===== config.mk =====
export PLATFORM = sky130hd
export DESIGN_NAME = auc_encoder_flat
export DESIGN_NICKNAME = d
export VERILOG_FILES = /design/src/rtl/auc_encoder_if.sv /design/src/rtl/auc_encoder.sv /design/src/flat_wrapper.sv
export SDC_FILE = /design/constraint.sdc
export NUM_CORES = 1
export LEC_CHECK = 0
export CAP_MARGIN = 20
export CORE_AREA = 2 2 207 209
export CTS_CLUSTER_SIZE = 24
export DETAILED_ROUTE_END_ITERATION = 6
export DIE_AREA = 0 0 209 211
export GPL_ROUTABILITY_DRIVEN = 0
export HOLD_SLACK_MARGIN = 0.1
export MAX_ROUTING_LAYER = met4
export PLACE_DENSITY = 0.63
export SLEW_MARGIN = 20
export SYNTH_ARGS = -nofsm -noshare
export SYNTH_HDL_FRONTEND = slang
export SYNTH_SLANG_ARGS = --single-unit

===== constraint.sdc =====
create_clock -name clk -period 13.4 [get_ports clk]
set_input_delay 2.68 -clock clk [delete_from_list [all_inputs] [get_ports clk]]
set_output_delay 2.68 -clock clk [all_outputs]
set_load 0.02 [all_outputs]

===== src/rtl/auc_encoder_if.sv =====
// Core/RAM/host signal bundle for the AUC result encoder.
// master = encoder side, slave = core/RAM/host side.
interface auc_encoder_if #(
  parameter int unsigned WIDTH = 256,
  parameter int unsigned ADDR  = 5
);
  logic             enc_start;
  logic [2:0]       enc_mode;
  logic [ADDR-1:0]  enc_radd;
  logic [WIDTH-1:0] enc_rdat;
  logic [WIDTH-1:0] auc_odat;
  logic             auc_ovld;
  logic             auc_ordy;
  logic             auc_olast;
  logic             enc_busy;
  logic             enc_done;

  modport master (
    input  enc_start, enc_mode, enc_rdat, auc_ordy,
    output enc_radd, auc_odat, auc_ovld, auc_olast, enc_busy, enc_done
  );

  modport slave (
    output enc_start, enc_mode, enc_rdat, auc_ordy,
    input  enc_radd, auc_odat, auc_ovld, auc_olast, enc_busy, enc_done
  );
endinterface


===== src/rtl/auc_encoder.sv =====
// AUC result encoder: after a core operation, reads the result words for that
// mode from RAM and streams them to the host over a valid/ready channel.
module auc_encoder #(
  parameter int unsigned WIDTH = 256,
  parameter int unsigned ADDR  = 5
) (
  input  logic           clk,
  input  logic           rst,
  auc_encoder_if.master  bus
);

  typedef enum logic [2:0] {
    IDLE,
    RD,
    WAIT,
    SEND,
    DONE
  } state_e;

  typedef enum logic [2:0] {
    MODE_RAND = 3'b000,
    MODE_INVS = 3'b001,
    MODE_MMUL = 3'b101
  } mode_e;

  localparam logic [ADDR-1:0] A_KNUM = ADDR'(11);
  localparam logic [ADDR-1:0] A_KINV = ADDR'(12);
  localparam logic [ADDR-1:0] A_XKG  = ADDR'(15);
  localparam logic [ADDR-1:0] A_BLNK = ADDR'(31);

  state_e           state_q;
  mode_e            mode_q;
  logic             idx_q;
  logic [ADDR-1:0]  radd_q;
  logic [WIDTH-1:0] odat_q;
  logic             ovld_q;
  logic             olast_q;
  logic             busy_q;
  logic             done_q;

  function automatic logic mode_ok(input logic [2:0] m);
    return (m == MODE_RAND) || (m == MODE_INVS) || (m == MODE_MMUL);
  endfunction

  function automatic logic [ADDR-1:0] word_addr(input mode_e m, input logic idx);
    case (m)
      MODE_INVS: return A_KINV;
      MODE_MMUL: return idx ? A_KNUM : A_XKG;
      default:   return A_KNUM;
    endcase
  endfunction

  function automatic logic word_last(input mode_e m, input logic idx);
    return (m != MODE_MMUL) || idx;
  endfunction

  // The read address is loaded on the edge that enters RD, so RAM data is
  // already valid when WAIT samples it one cycle later.
  always_ff @(posedge clk or posedge rst) begin
    if (rst) begin
      state_q <= IDLE;
      mode_q  <= MODE_RAND;
      idx_q   <= 1'b0;
      radd_q  <= A_BLNK;
      odat_q  <= '0;
      ovld_q  <= 1'b0;
      olast_q <= 1'b0;
      busy_q  <= 1'b0;
      done_q  <= 1'b0;
    end else begin
      done_q <= 1'b0;
      case (state_q)
        IDLE: begin
          if (bus.enc_start) begin
            busy_q <= 1'b1;
            if (mode_ok(bus.enc_mode)) begin
              mode_q  <= mode_e'(bus.enc_mode);
              idx_q   <= 1'b0;
              radd_q  <= word_addr(mode_e'(bus.enc_mode), 1'b0);
              state_q <= RD;
            end else begin
              state_q <= DONE;
            end
          end
        end
        RD: begin
          radd_q  <= word_addr(mode_q, idx_q);
          state_q <= WAIT;
        end
        WAIT: begin
          odat_q  <= bus.enc_rdat;
          ovld_q  <= 1'b1;
          olast_q <= word_last(mode_q, idx_q);
          state_q <= SEND;
        end
        SEND: begin
          if (bus.auc_ordy) begin
            ovld_q  <= 1'b0;
            olast_q <= 1'b0;
            if (olast_q) begin
              radd_q  <= A_BLNK;
              state_q <= DONE;
            end else begin
              idx_q   <= 1'b1;
              radd_q  <= word_addr(mode_q, 1'b1);
              state_q <= RD;
            end
          end
        end
        DONE: begin
          done_q  <= 1'b1;
          busy_q  <= 1'b0;
          radd_q  <= A_BLNK;
          state_q <= IDLE;
        end
        default: begin
          state_q <= IDLE;
          busy_q  <= 1'b0;
          radd_q  <= A_BLNK;
        end
      endcase
    end
  end

  assign bus.enc_radd  = radd_q;
  assign bus.auc_odat  = odat_q;
  assign bus.auc_ovld  = ovld_q;
  assign bus.auc_olast = olast_q;
  assign bus.enc_busy  = busy_q;
  assign bus.enc_done  = done_q;

endmodule


===== src/flat_wrapper.sv =====
// flat-port wrapper written by rule: the top's interface ports become plain ports
module auc_encoder_flat 
#(
  parameter int unsigned WIDTH = 256,
  parameter int unsigned ADDR  = 5
)
  (clk, rst, bus_enc_start, bus_enc_mode, bus_enc_rdat, bus_auc_ordy, bus_enc_radd, bus_auc_odat, bus_auc_ovld, bus_auc_olast, bus_enc_busy, bus_enc_done);
  auc_encoder_if #(.WIDTH(WIDTH), .ADDR(ADDR)) bus_i ();
  input  logic clk;
  input  logic rst;
  input wire logic [$bits(bus_i.enc_start)-1:0] bus_enc_start;
  input wire logic [$bits(bus_i.enc_mode)-1:0] bus_enc_mode;
  input wire logic [$bits(bus_i.enc_rdat)-1:0] bus_enc_rdat;
  input wire logic [$bits(bus_i.auc_ordy)-1:0] bus_auc_ordy;
  output wire logic [$bits(bus_i.enc_radd)-1:0] bus_enc_radd;
  output wire logic [$bits(bus_i.auc_odat)-1:0] bus_auc_odat;
  output wire logic [$bits(bus_i.auc_ovld)-1:0] bus_auc_ovld;
  output wire logic [$bits(bus_i.auc_olast)-1:0] bus_auc_olast;
  output wire logic [$bits(bus_i.enc_busy)-1:0] bus_enc_busy;
  output wire logic [$bits(bus_i.enc_done)-1:0] bus_enc_done;
  assign bus_i.enc_start = bus_enc_start;
  assign bus_i.enc_mode = bus_enc_mode;
  assign bus_i.enc_rdat = bus_enc_rdat;
  assign bus_i.auc_ordy = bus_auc_ordy;
  assign bus_enc_radd = bus_i.enc_radd;
  assign bus_auc_odat = bus_i.auc_odat;
  assign bus_auc_ovld = bus_i.auc_ovld;
  assign bus_auc_olast = bus_i.auc_olast;
  assign bus_enc_busy = bus_i.enc_busy;
  assign bus_enc_done = bus_i.enc_done;
  auc_encoder #(.WIDTH(WIDTH), .ADDR(ADDR)) u_core (.clk(clk), .rst(rst), .bus(bus_i));
endmodule

==> load_flow_metrics.sql, run 1 <==
INSERT INTO impl_metrics (metric_group, metric, value, unit) VALUES
('run_status', 'status', 'completed', ''),
('power_and_ir_drop', 'power.switching_fraction', '0.352', ''),
('setup_path', 'crit_chain', 'clkdlybuf4s50_1', ''),
('global_routing', 'grt_max_degree', '129', ''),
('timing', 'grt_setup_unrepaired', 'no', ''),
('yosys', 'synth.net_count', '877', ''),
('route', 'dr.pass1.iters', '4', ''),
('setup_path', 'worst_ep_required_time', '10.72', 'ns'),
('yosys', 'synth_cells', '614', ''),
('timing', 'setup_viol', '0', ''),
('yosys', 'synth_ff_type', 'sky130_fd_sc_hd__dfrtp_1', ''),
('global_routing', 'grt-ovfl-total', '0', ''),
('setup_path', 'slack_of_the_worst_reg_to_reg_path', '9.83', 'ns'),
('run', 'drv_cap', '0', ''),
('cells_and_area', 'layout_common_cells', '526 x sky130_fd_sc_hd__clkdlybuf4s50_1, 267 x sky130_fd_sc_hd__dfrtp_1, 256 x sky130_fd_sc_hd__mux2_2', ''),
('timing', 'worst-slew-pin-transition', '1.02', 'ns'),
('yosys', 'synth-edff-count', '0', ''),
('cts', 'tritoncts_clock_tree', 'done', ''),
('setup_path', 'cp.arrival', '1.73', 'ns'),
('yosys', 'count_of_cell_types_in_the_netlist', '34', ''),
('setup_path', 'crit_path_max_incr_delay', '0.61', 'ns'),
('global_routing', 'wire_length_of_the_first_global_routing_pass', '44.9', 'mm'),
('setup_path', 'setup.worst_path.end', 'bus_enc_radd[0]', ''),
('cts', 'root_buffer', 'sky130_fd_sc_hd__clkbuf_16', ''),
('route', 'drc_errors', '0', ''),
('setup_path', 'slowest_stage', 'sky130_fd_sc_hd__clkdlybuf4s50_1', ''),
('setup_path', 'crit_path_start', 'u_core.bus.enc_radd[1]', ''),
('timing', 'fin_setup_tns', '0', 'ns'),
('cts', 'clkTransAtPathRegs', '0.06', 'ns'),
('timing', 'timing.fmax', '227', 'MHz'),
('setup_path', 'rr_worst_depth', '5', ''),
('cells_and_area', 'num-fill-cells', '3887', ''),
('global_routing', 'antenna_violations_before_repair', '0', ''),
('yosys', 'synth_async_sr_flop_share', '1.00', ''),
('route', 'antenna_violating_nets_post_route', '0', ''),
('cells_and_area', 'finalCoreUtilization', '0.406', ''),
('setup_path', 'worst_setup_path_start_kind', 'flip-flop', ''),
('place', 'port_buffers', '526', ''),
('floorplanning', 'coreArea', '41800', 'µm²'),
('cts', 'ctsResizeCount', '0', ''),
('yosys', 'syn-cell-area', '10100', 'µm²'),
('power_and_ir_drop', 'power_report.internal_total', '3.02', 'mW'),
('setup_path', 'family_with_the_most_delay_on_the_worst_path', 'buffers and inverters', ''),
('cts', 'clock-sinks', '270', ''),
('floorplanning', 'chipWidth', '209', 'µm'),
('place', 'pre_cts_ws', '8.41', 'ns'),
('setup_path', 'critical_path.reg2reg.endpoint', 'u_core.bus.auc_odat[77]', ''),
('timing', 'final.setup.worst_slack', '8.99', 'ns'),
('cells_and_area', 'multiInputGateArea', '3210', 'µm²'),
('cts', 'clk_path_buf_depth', '3', ''),
('global_routing', 'first_global_vias', '7667', ''),
('power_and_ir_drop', 'p_leak', '6.83', 'nW'),
('floorplanning', 'rows', '75', ''),
('timing', 'fin_hold_ws', '0.501', 'ns'),
('floorplanning', 'start_util', '0.243', ''),
('setup_path', 'critPathCaptureType', 'primary output', ''),
('yosys', 'synth.yosys.seq_area_share', '0.666', ''),
('setup_path', 'setup.worst_path.class', 'reg -> out', ''),
('cells_and_area', 'final-seq-area', '6760', 'µm²'),
('yosys', 'postSynthRegisterBits', '270', ''),
('route', 'routed_wirelength', '29.6', 'mm'),
('cts', 'cts-buffers-inserted', '31', ''),
('timing', 'worst_clock_skew', '0.0147', 'ns'),
('timing', 'drv_slew', '0', ''),
('floorplanning', 'die_height', '211', 'µm'),
('setup_path', 'regToRegStartpoint', 'u_core.state_q[1]', ''),
('timing', 'finalCriticalPeriod', '4.41', 'ns'),
('power_and_ir_drop', 'p_switching', '1.64', 'mW'),
('setup_path', 'worstPathMaxFanout', '3', ''),
('power_and_ir_drop', 'power_frac_clock', '0.174', ''),
('yosys', 'yosys_warnings', '0', '');
-- how the worst min path moves through the flow --
| stage | start | end | slack [ns] | cells after the start |
|---|---|---|---|---|
| after floorplan | u_core.idx_q | u_core.idx_q | 0.47 | 1 |
| after global placement | u_core.bus.auc_ovld | u_core.bus.auc_ovld | 0.48 | 1 |
| after detailed placement | u_core.bus.auc_ovld | u_core.bus.auc_ovld | 0.48 | 1 |
| after CTS | u_core.bus.auc_ovld | u_core.bus.auc_ovld | 0.50 | 1 |
| after global routing | u_core.bus.auc_odat[67] | u_core.bus.auc_odat[67] | 0.51 | 1 |
| final | u_core.bus.auc_ovld | u_core.bus.auc_ovld | 0.50 | 1 |
-- synthesized netlist by cell type, drive strengths merged (2+ instances only) --
library cell    n
and3            2
and2            2
nor2            6
a21o            3
dfstp           3
nor3b           2
dfrtp         267
a21oi           5
inv             3
nand3           2
nand2b          3
nand2           8
a211oi          2
nand3b          2
buf            32
mux2          256
-- registers in the layout, indices dropped and copies added, names as in the netlist --
name / count
u_core.bus.auc_ovld: 1
u_core.bus.auc_olast: 1
u_core.mode_q: 3
u_core.bus.enc_busy: 1
u_core.state_q: 3
u_core.bus.enc_done: 1
u_core.bus.enc_radd: 3
u_core.idx_q: 1
u_core.bus.auc_odat: 256
-- cells by family (layout without fill, tap and decap cells) --
family                 after synthesis  count (layout)  synth area share
flip-flops                         270             270             0.666
AO/OA/AOI/OAI                       19              19            0.0133
AND/OR/NAND/NOR                     31              31            0.0171
multiplexers                       257             257             0.285
buffers and inverters               36             589            0.0178
other                                1               1          0.000370
-- power by group through the flow --
stage / registers [mW] / clock network (mW) / logic, mW
after CTS: 1.48 / 0.841 / 2.41
after floorplan: 1.97 / 0 / 0.814
after detailed placement: 1.49 / 0 / 2.41
final: 1.47 / 0.809 / 2.38
after global placement: 1.47 / 0 / 2.39
after global routing: 1.53 / 0.872 / 2.50
-- stage by stage --
stage / power [mW] / area, µm² / instances
floorplan: 2.78 / 10100 / 614
global placement: 3.86 / 16000 / 1652
detailed placement: 3.89 / 16000 / 1652
CTS: 4.73 / 17000 / 1706
global route: 4.91 / 17000 / 1706
finish: 4.66 / 17000 / 1706
-- final cells by class --
cell class              count  area share
clock buffers              47      0.0540
clock inverters             7     0.00391
inverters                   3     0.00111
multi-input cells         308       0.189
flip-flops and latches    270       0.399
well taps                 539      0.0398
repair buffers            532       0.313
-- layer usage --
| layer | wire length, µm | global-route usage | vias to the layer above |
|---|---|---|---|
| li1 | - | - | 3233 |
| met1 | 11500 | 0.151 | 3515 |
| met2 | 15100 | 0.233 | 290 |
| met3 | 2400 | 0.0369 | 40 |
| met4 | 615 | 0.0355 | 0 |
| met5 | 0 | - | - |
Power figures use the tool's default switching activity.
==> run 2, diff against run 1 <==
==> constraint.sdc (replaced) <==
create_clock -name clk -period 4.57 [get_ports clk]
set_input_delay 0.914 -clock clk [delete_from_list [all_inputs] [get_ports clk]]
set_output_delay 0.914 -clock clk [all_outputs]
set_load 0.02 [all_outputs]
==> run 2 against run 1 <==
Register-to-register slack worse by 7.8 ns. Setup slack worse by 7.0 ns. Critical path type unchanged. Cell area up 2.0%. Global-route usage up 0.54 points. Final cell count up 0.64%.
==> load_flow_metrics.sql, run 2 (synthesis results as in run 1) <==
INSERT INTO impl_metrics (metric_group, metric, value, unit) VALUES
('run_status', 'status', 'completed', ''),
('setup_path', 'worst_ep_required_time', '3.66', 'ns'),
('floorplanning', 'coreArea', '41800', 'µm²'),
('timing', 'worst_clock_skew', '0.00932', 'ns'),
('timing', 'final.setup.worst_slack', '1.98', 'ns'),
('floorplanning', 'die_area', '44100', 'µm²'),
('setup_path', 'family_with_the_most_delay_on_the_worst_path', 'buffers and inverters', ''),
('setup_path', 'crit_chain', 'clkdlybuf4s50_1', ''),
('timing', 'timing.fmax', '386', 'MHz'),
('setup_path', 'slowest_stage', 'sky130_fd_sc_hd__clkdlybuf4s50_1', ''),
('timing', 'period_share', '0.567', ''),
('setup_path', 'worstPathMaxFanout', '3', ''),
('timing', 'setup_viol', '0', ''),
('floorplanning', 'top_level_ports', '528', ''),
('cells_and_area', 'post-route-cell-area', '17300', 'µm²'),
('place', 'port_buffers', '526', ''),
('setup_path', 'cp.arrival', '1.68', 'ns'),
('cts', 'cts_max_level', '2', ''),
('floorplanning', 'start_util', '0.243', ''),
('route', 'routed_wirelength', '30.3', 'mm'),
('route', 'avgViaCountPerCell', '4.19', ''),
('power_and_ir_drop', 'finalPower', '14.2', 'mW'),
('cells_and_area', 'area_growth', '70.5', '%'),
('cells_and_area', 'largest_reg_flops', '256', ''),
('global_routing', 'globalRouteTotalUtil', '0.139', ''),
('power_and_ir_drop', 'power_report.internal_total', '9.30', 'mW'),
('timing', 'grt_setup_unrepaired', 'no', ''),
('timing', 'fin_hold_ws', '0.502', 'ns'),
('floorplanning', 'rows', '75', ''),
('timing', 'finalCriticalPeriod', '2.59', 'ns'),
('floorplanning', 'chipWidth', '209', 'µm'),
('cts', 'post-cts-setup-buffers', '0', ''),
('route', 'initial_drc_count', '264', ''),
('power_and_ir_drop', 'power_per_cell_area', '822', 'nW/µm²'),
('power_and_ir_drop', 'power_frac_clock', '0.201', ''),
('route', 'drc_errors', '0', ''),
('cells_and_area', 'finalCoreUtilization', '0.414', ''),
('place', 'dp_cells', '1657', ''),
('worst_hold_path', 'min-delay-path-class', 'reg -> reg', ''),
('setup_path', 'critPathCaptureType', 'primary output', ''),
('cells_and_area', 'post_route_cells_drive_above_1_share', '0.280', ''),
('cells_and_area', 'layout_commonest_cell', 'sky130_fd_sc_hd__clkdlybuf4s50_1', ''),
('cts', 'clock-sinks', '270', ''),
('cts', 'ctsResizeCount', '0', ''),
('timing', 'timing_hold_violations_final', '0', ''),
('run', 'drv_cap', '0', ''),
('cts', 'clk_latency', '0.51', 'ns'),
('cells_and_area', 'multiInputGateArea', '3210', 'µm²'),
('timing', 'worst-slew-pin-transition', '0.913', 'ns'),
('timing', 'drv_slew', '0', ''),
('setup_path', 'worst_setup_path_start_kind', 'flip-flop', ''),
('global_routing', 'wire_length_of_the_first_global_routing_pass', '46.0', 'mm'),
('timing', 'timing.max_slew.rel_slack', '0.390', ''),
('cells_and_area', 'final_nets', '1417', ''),
('power_and_ir_drop', 'p_switching', '4.92', 'mW'),
('power_and_ir_drop', 'power.switching_fraction', '0.346', ''),
('timing', 'fin_setup_tns', '0', 'ns'),
('setup_path', 'setup.worst_path.class', 'reg -> out', ''),
('power_and_ir_drop', 'irDropWorstVdd', '0.000403', 'V'),
('place', 'pre_cts_ws', '2.02', 'ns'),
('setup_path', 'worst-path-buf-inv', '1', ''),
('global_routing', 'grt_max_degree', '107', ''),
('cts', 'root_buffer', 'sky130_fd_sc_hd__clkbuf_16', ''),
('cts', 'number_of_buffers_inserted_by_hold_repair_at_cts', '0', ''),
('cells_and_area', 'layout_common_cells', '526 x sky130_fd_sc_hd__clkdlybuf4s50_1, 267 x sky130_fd_sc_hd__dfrtp_1, 256 x sky130_fd_sc_hd__mux2_2', ''),
('setup_path', 'crit_path_max_incr_delay', '0.61', 'ns'),
('power_and_ir_drop', 'share_seq_of_total_power', '0.305', ''),
('power_and_ir_drop', 'p_leak', '6.99', 'nW'),
('cells_and_area', 'antenna_cells_inserted', '0', ''),
('cells_and_area', 'finish.cell_count_without_fillers', '1717', ''),
('global_routing', 'grt-ovfl-total', '0', ''),
('global_routing', 'antenna_violations_before_repair', '0', ''),
('power_and_ir_drop', 'power_frac_comb', '0.494', ''),
('route', 'dr.pass1.iters', '4', ''),
('global_routing', 'first_global_vias', '7790', ''),
('cells_and_area', 'num-fill-cells', '3891', ''),
('floorplanning', 'die_height', '211', 'µm'),
('route', 'antenna_violating_nets_post_route', '0', ''),
('place', 'place_hpwl', '22.8', 'mm'),
('route', 'vias', '7190', ''),
('cts', 'clk_path_buf_depth', '3', ''),
('cts', 'tritoncts_clock_tree', 'done', ''),
('cts', 'cts-buffers-inserted', '34', ''),
('cells_and_area', 'final-seq-area', '6760', 'µm²'),
('place', 'placed_area', '16100', 'µm²'),
('cts', 'clkTransAtPathRegs', '0.05', 'ns'),
('route', 'wire_per_inst', '17.7', 'µm');
==> run 2: power by group through the flow <==
stage	Combinational, mW	Clock [mW]	Sequential (mW)
floorplan	2.39	0	5.77
global placement	7.04	0	4.34
detailed placement	7.11	0	4.38
CTS	7.12	2.97	4.36
global route	7.36	3.07	4.51
finish	7.02	2.86	4.34
==> run 2: layer usage <==
metal | vias up | part of all wire | track usage
met2 | 296 | 0.51 | 0.236
met5 | - | 0 | -
li1 | 3258 | - | -
met1 | 3589 | 0.39 | 0.158
met4 | 0 | 0.023 | 0.0468
met3 | 47 | 0.071 | 0.0387
==> run 2: final cells by class <==
class / count / area share
Sequential cell: 270 / 0.391
Timing Repair Buffer: 537 / 0.313
Inverter: 3 / 0.000868
Clock inverter: 12 / 0.00998
Tap cell: 539 / 0.0390
Multi-Input combinational cell: 308 / 0.186
Clock buffer: 48 / 0.0611
==> run 2: worst paths after layout <==
| path | startpoint | to | slack (ns) | cells past startpoint |
|---|---|---|---|---|
| max | u_core.bus.enc_radd[1] | bus_enc_radd[1] | 1.98 | 1 |
| min | u_core.bus.auc_odat[143] | u_core.bus.auc_odat[143] | 0.50 | 1 |
| max reg2reg | u_core.state_q[1] | u_core.bus.auc_odat[244] | 2.05 | 3 |
| min reg2reg | u_core.bus.auc_odat[143] | u_core.bus.auc_odat[143] | 0.50 | 1 |
| max in group asynchronous | rst | u_core.bus.enc_radd[2] | 2.61 | 4 |
| min in group asynchronous | rst | u_core.bus.auc_odat[113] | 0.94 | 2 |
==> run 3, diff against run 2 <==
==> constraint.sdc (replaced) <==
create_clock -name clk -period 2.6 [get_ports clk]
set_input_delay 0.52 -clock clk [delete_from_list [all_inputs] [get_ports clk]]
set_output_delay 0.52 -clock clk [all_outputs]
set_load 0.02 [all_outputs]
==> run 3 against run 2 <==
Hold slack got worse by 0.15 ns. Power grew 71%. Largest power group unchanged. Clock power up 48%. Flip-flop and latch count unchanged. Largest cell class unchanged. Non-clock buffer count is 5 higher. Die area is the same. Count of clock-buffer cells in the layout fell by 2. Final cell count hardly changed. Cell area down 0.88%. Register-to-register slack lost 1.5 ns.
==> load_flow_metrics.sql, run 3 (synthesis results as in run 1) <==
INSERT INTO impl_metrics (metric_group, metric, value, unit) VALUES
('timing', 'worst-slew-pin-transition', '0.630', 'ns'),
('cts', 'clk_path_buf_depth', '3', ''),
('route', 'wire_per_inst', '18.0', 'µm'),
('global_routing', 'wire_length_of_the_first_global_routing_pass', '47.2', 'mm'),
('setup_path', 'worst_ep_required_time', '2.08', 'ns'),
('timing', 'timing_hold_violations_final', '0', ''),
('timing', 'worst_clock_skew', '0.0172', 'ns'),
('global_routing', 'grt_max_degree', '107', ''),
('route', 'antenna_violating_nets_post_route', '0', ''),
('cts', 'post-cts-setup-buffers', '0', ''),
('global_routing', 'antenna_violations_before_repair', '0', ''),
('route', 'met3_length', '2.05', 'mm'),
('timing', 'grt_setup_unrepaired', 'no', ''),
('cts', 'ctsResizeCount', '0', ''),
('route', 'routed_wirelength', '30.8', 'mm'),
('power_and_ir_drop', 'p_leak', '6.92', 'nW'),
('setup_path', 'cp.arrival', '1.74', 'ns'),
('route', 'met2_length', '16.0', 'mm'),
('run_status', 'status', 'completed', ''),
('setup_path', 'setup.worst_path.class', 'reg -> out', ''),
('place', 'placed_area', '16100', 'µm²'),
('timing', 'period_share', '0.868', ''),
('place', 'port_buffers', '526', ''),
('route', 'top_signal_layer_used', 'met4', ''),
('place', 'place_hpwl', '23.2', 'mm'),
('timing', 'finalCriticalPeriod', '2.26', 'ns'),
('cells_and_area', 'post-route-cell-area', '17100', 'µm²'),
('cts', 'number_of_buffers_inserted_by_hold_repair_at_cts', '0', ''),
('cts', 'clkTransAtPathRegs', '0.06', 'ns'),
('timing', 'fin_setup_tns', '0', 'ns'),
('power_and_ir_drop', 'power_per_cell_area', '1420', 'nW/µm²'),
('run', 'drv_cap', '0', ''),
('global_routing', 'grt-ovfl-total', '0', ''),
('cells_and_area', 'largest_reg_flops', '256', ''),
('floorplanning', 'die_height', '211', 'µm'),
('timing', 'timing.fmax', '443', 'MHz'),
('setup_path', 'crit_chain', 'clkdlybuf4s50_1', ''),
('setup_path', 'critPathCaptureType', 'primary output', ''),
('cts', 'clock-sinks', '270', ''),
('setup_path', 'worst_setup_path_start_kind', 'flip-flop', ''),
('route', 'initial_drc_count', '277', ''),
('floorplanning', 'top_level_ports', '528', ''),
('floorplanning', 'chipWidth', '209', 'µm'),
('floorplanning', 'rows', '75', ''),
('route', 'avgViaCountPerCell', '4.14', ''),
('worst_hold_path', 'min-delay-path-class', 'in -> async', ''),
('global_routing', 'globalRouteTotalUtil', '0.140', ''),
('place', 'pre_cts_ws', '0.495', 'ns'),
('timing', 'final.setup.worst_slack', '0.344', 'ns'),
('setup_path', 'slowest_stage', 'sky130_fd_sc_hd__clkdlybuf4s50_1', ''),
('setup_path', 'family_with_the_most_delay_on_the_worst_path', 'buffers and inverters', ''),
('floorplanning', 'die_area', '44100', 'µm²'),
('cells_and_area', 'antenna_cells_inserted', '0', ''),
('setup_path', 'worst-path-buf-inv', '1', ''),
('cts', 'cts_max_level', '1', ''),
('power_and_ir_drop', 'finalPower', '24.3', 'mW'),
('floorplanning', 'coreArea', '41800', 'µm²'),
('timing', 'setup_viol', '0', ''),
('cells_and_area', 'finalCoreUtilization', '0.411', ''),
('cells_and_area', 'area_growth', '69.0', '%'),
('cts', 'cts-buffers-inserted', '30', ''),
('cells_and_area', 'final_nets', '1418', ''),
('cells_and_area', 'layout_common_cells', '526 x sky130_fd_sc_hd__clkdlybuf4s50_1, 267 x sky130_fd_sc_hd__dfrtp_1, 256 x sky130_fd_sc_hd__mux2_2', ''),
('cells_and_area', 'num-fill-cells', '3910', ''),
('floorplanning', 'start_util', '0.243', ''),
('cts', 'root_buffer', 'sky130_fd_sc_hd__clkbuf_16', ''),
('route', 'm1WireLength', '12.1', 'mm'),
('power_and_ir_drop', 'irDropWorstVdd', '0.000655', 'V'),
('setup_path', 'worstPathMaxFanout', '3', ''),
('timing', 'timing.max_slew.rel_slack', '0.580', ''),
('setup_path', 'crit_path_max_incr_delay', '0.62', 'ns'),
('global_routing', 'first_global_vias', '7853', ''),
('cells_and_area', 'post_route_cells_drive_above_1_share', '0.277', ''),
('route', 'drc_errors', '0', ''),
('timing', 'drv_slew', '0', ''),
('route', 'dr.pass1.iters', '4', ''),
('cts', 'tritoncts_clock_tree', 'done', ''),
('cells_and_area', 'layout_commonest_cell', 'sky130_fd_sc_hd__clkdlybuf4s50_1', ''),
('cts', 'clk_latency', '0.55', 'ns'),
('route', 'vias', '7110', '');
[run 3: changes by cell type in the layout (fill, tap and decap cells not counted), sizes merged]
cell    change
buf         +5
bufinv      -3
clkbuf      -2
inv         -1
[run 3: path summary, 6_finish.rpt]
| check | slack, ns | cells after the start | endpoint | startpoint |
|---|---|---|---|---|
| max | 0.34 | 1 | bus_enc_radd[0] | u_core.bus.enc_radd[1] |
| min | 0.35 | 2 | u_core.bus.auc_odat[120] | rst |
| max reg2reg | 0.56 | 4 | u_core.bus.auc_odat[243] | u_core.state_q[1] |
| min reg2reg | 0.50 | 1 | u_core.bus.auc_ovld | u_core.bus.auc_ovld |
| max in group asynchronous | 1.47 | 3 | u_core.bus.auc_odat[148] | rst |
| min in group clk | 0.50 | 1 | u_core.bus.auc_ovld | u_core.bus.auc_ovld |
[run 3: final cells by class]
class / count / area [µm²] / share of cell area
multi-input combinational: 308 / 3210 / 0.187
tap: 539 / 674 / 0.0393
clock buffer: 46 / 932 / 0.0544
clock inverter: 8 / 70.1 / 0.00409
sequential: 270 / 6760 / 0.394
timing repair buffer: 542 / 5490 / 0.320
inverter: 3 / 15.0 / 0.000876
[run 3: report_power, final]
group	switching, mW	internal [mW]	leakage (nW)
Combinational	5.70	6.76	3.27
Sequential	1.20	6.43	3.15
Clock	1.69	2.55	0.494
[run 3: through the flow]
stage | hold WS [ns] | std cells
CTS | 0.337 | 1716
floorplan | 0.471 | 614
global placement | 0.463 | 1662
global route | 0.380 | 1716
finish | 0.355 | 1716
detailed placement | 0.476 | 1662
[run 3: per-layer routing]
metal  GRT usage  vias to the layer above
met4      0.0365                        0
met1       0.163                     3526
met2       0.246                      296
met5           -                        -
met3      0.0318                       44
li1            -                     3244
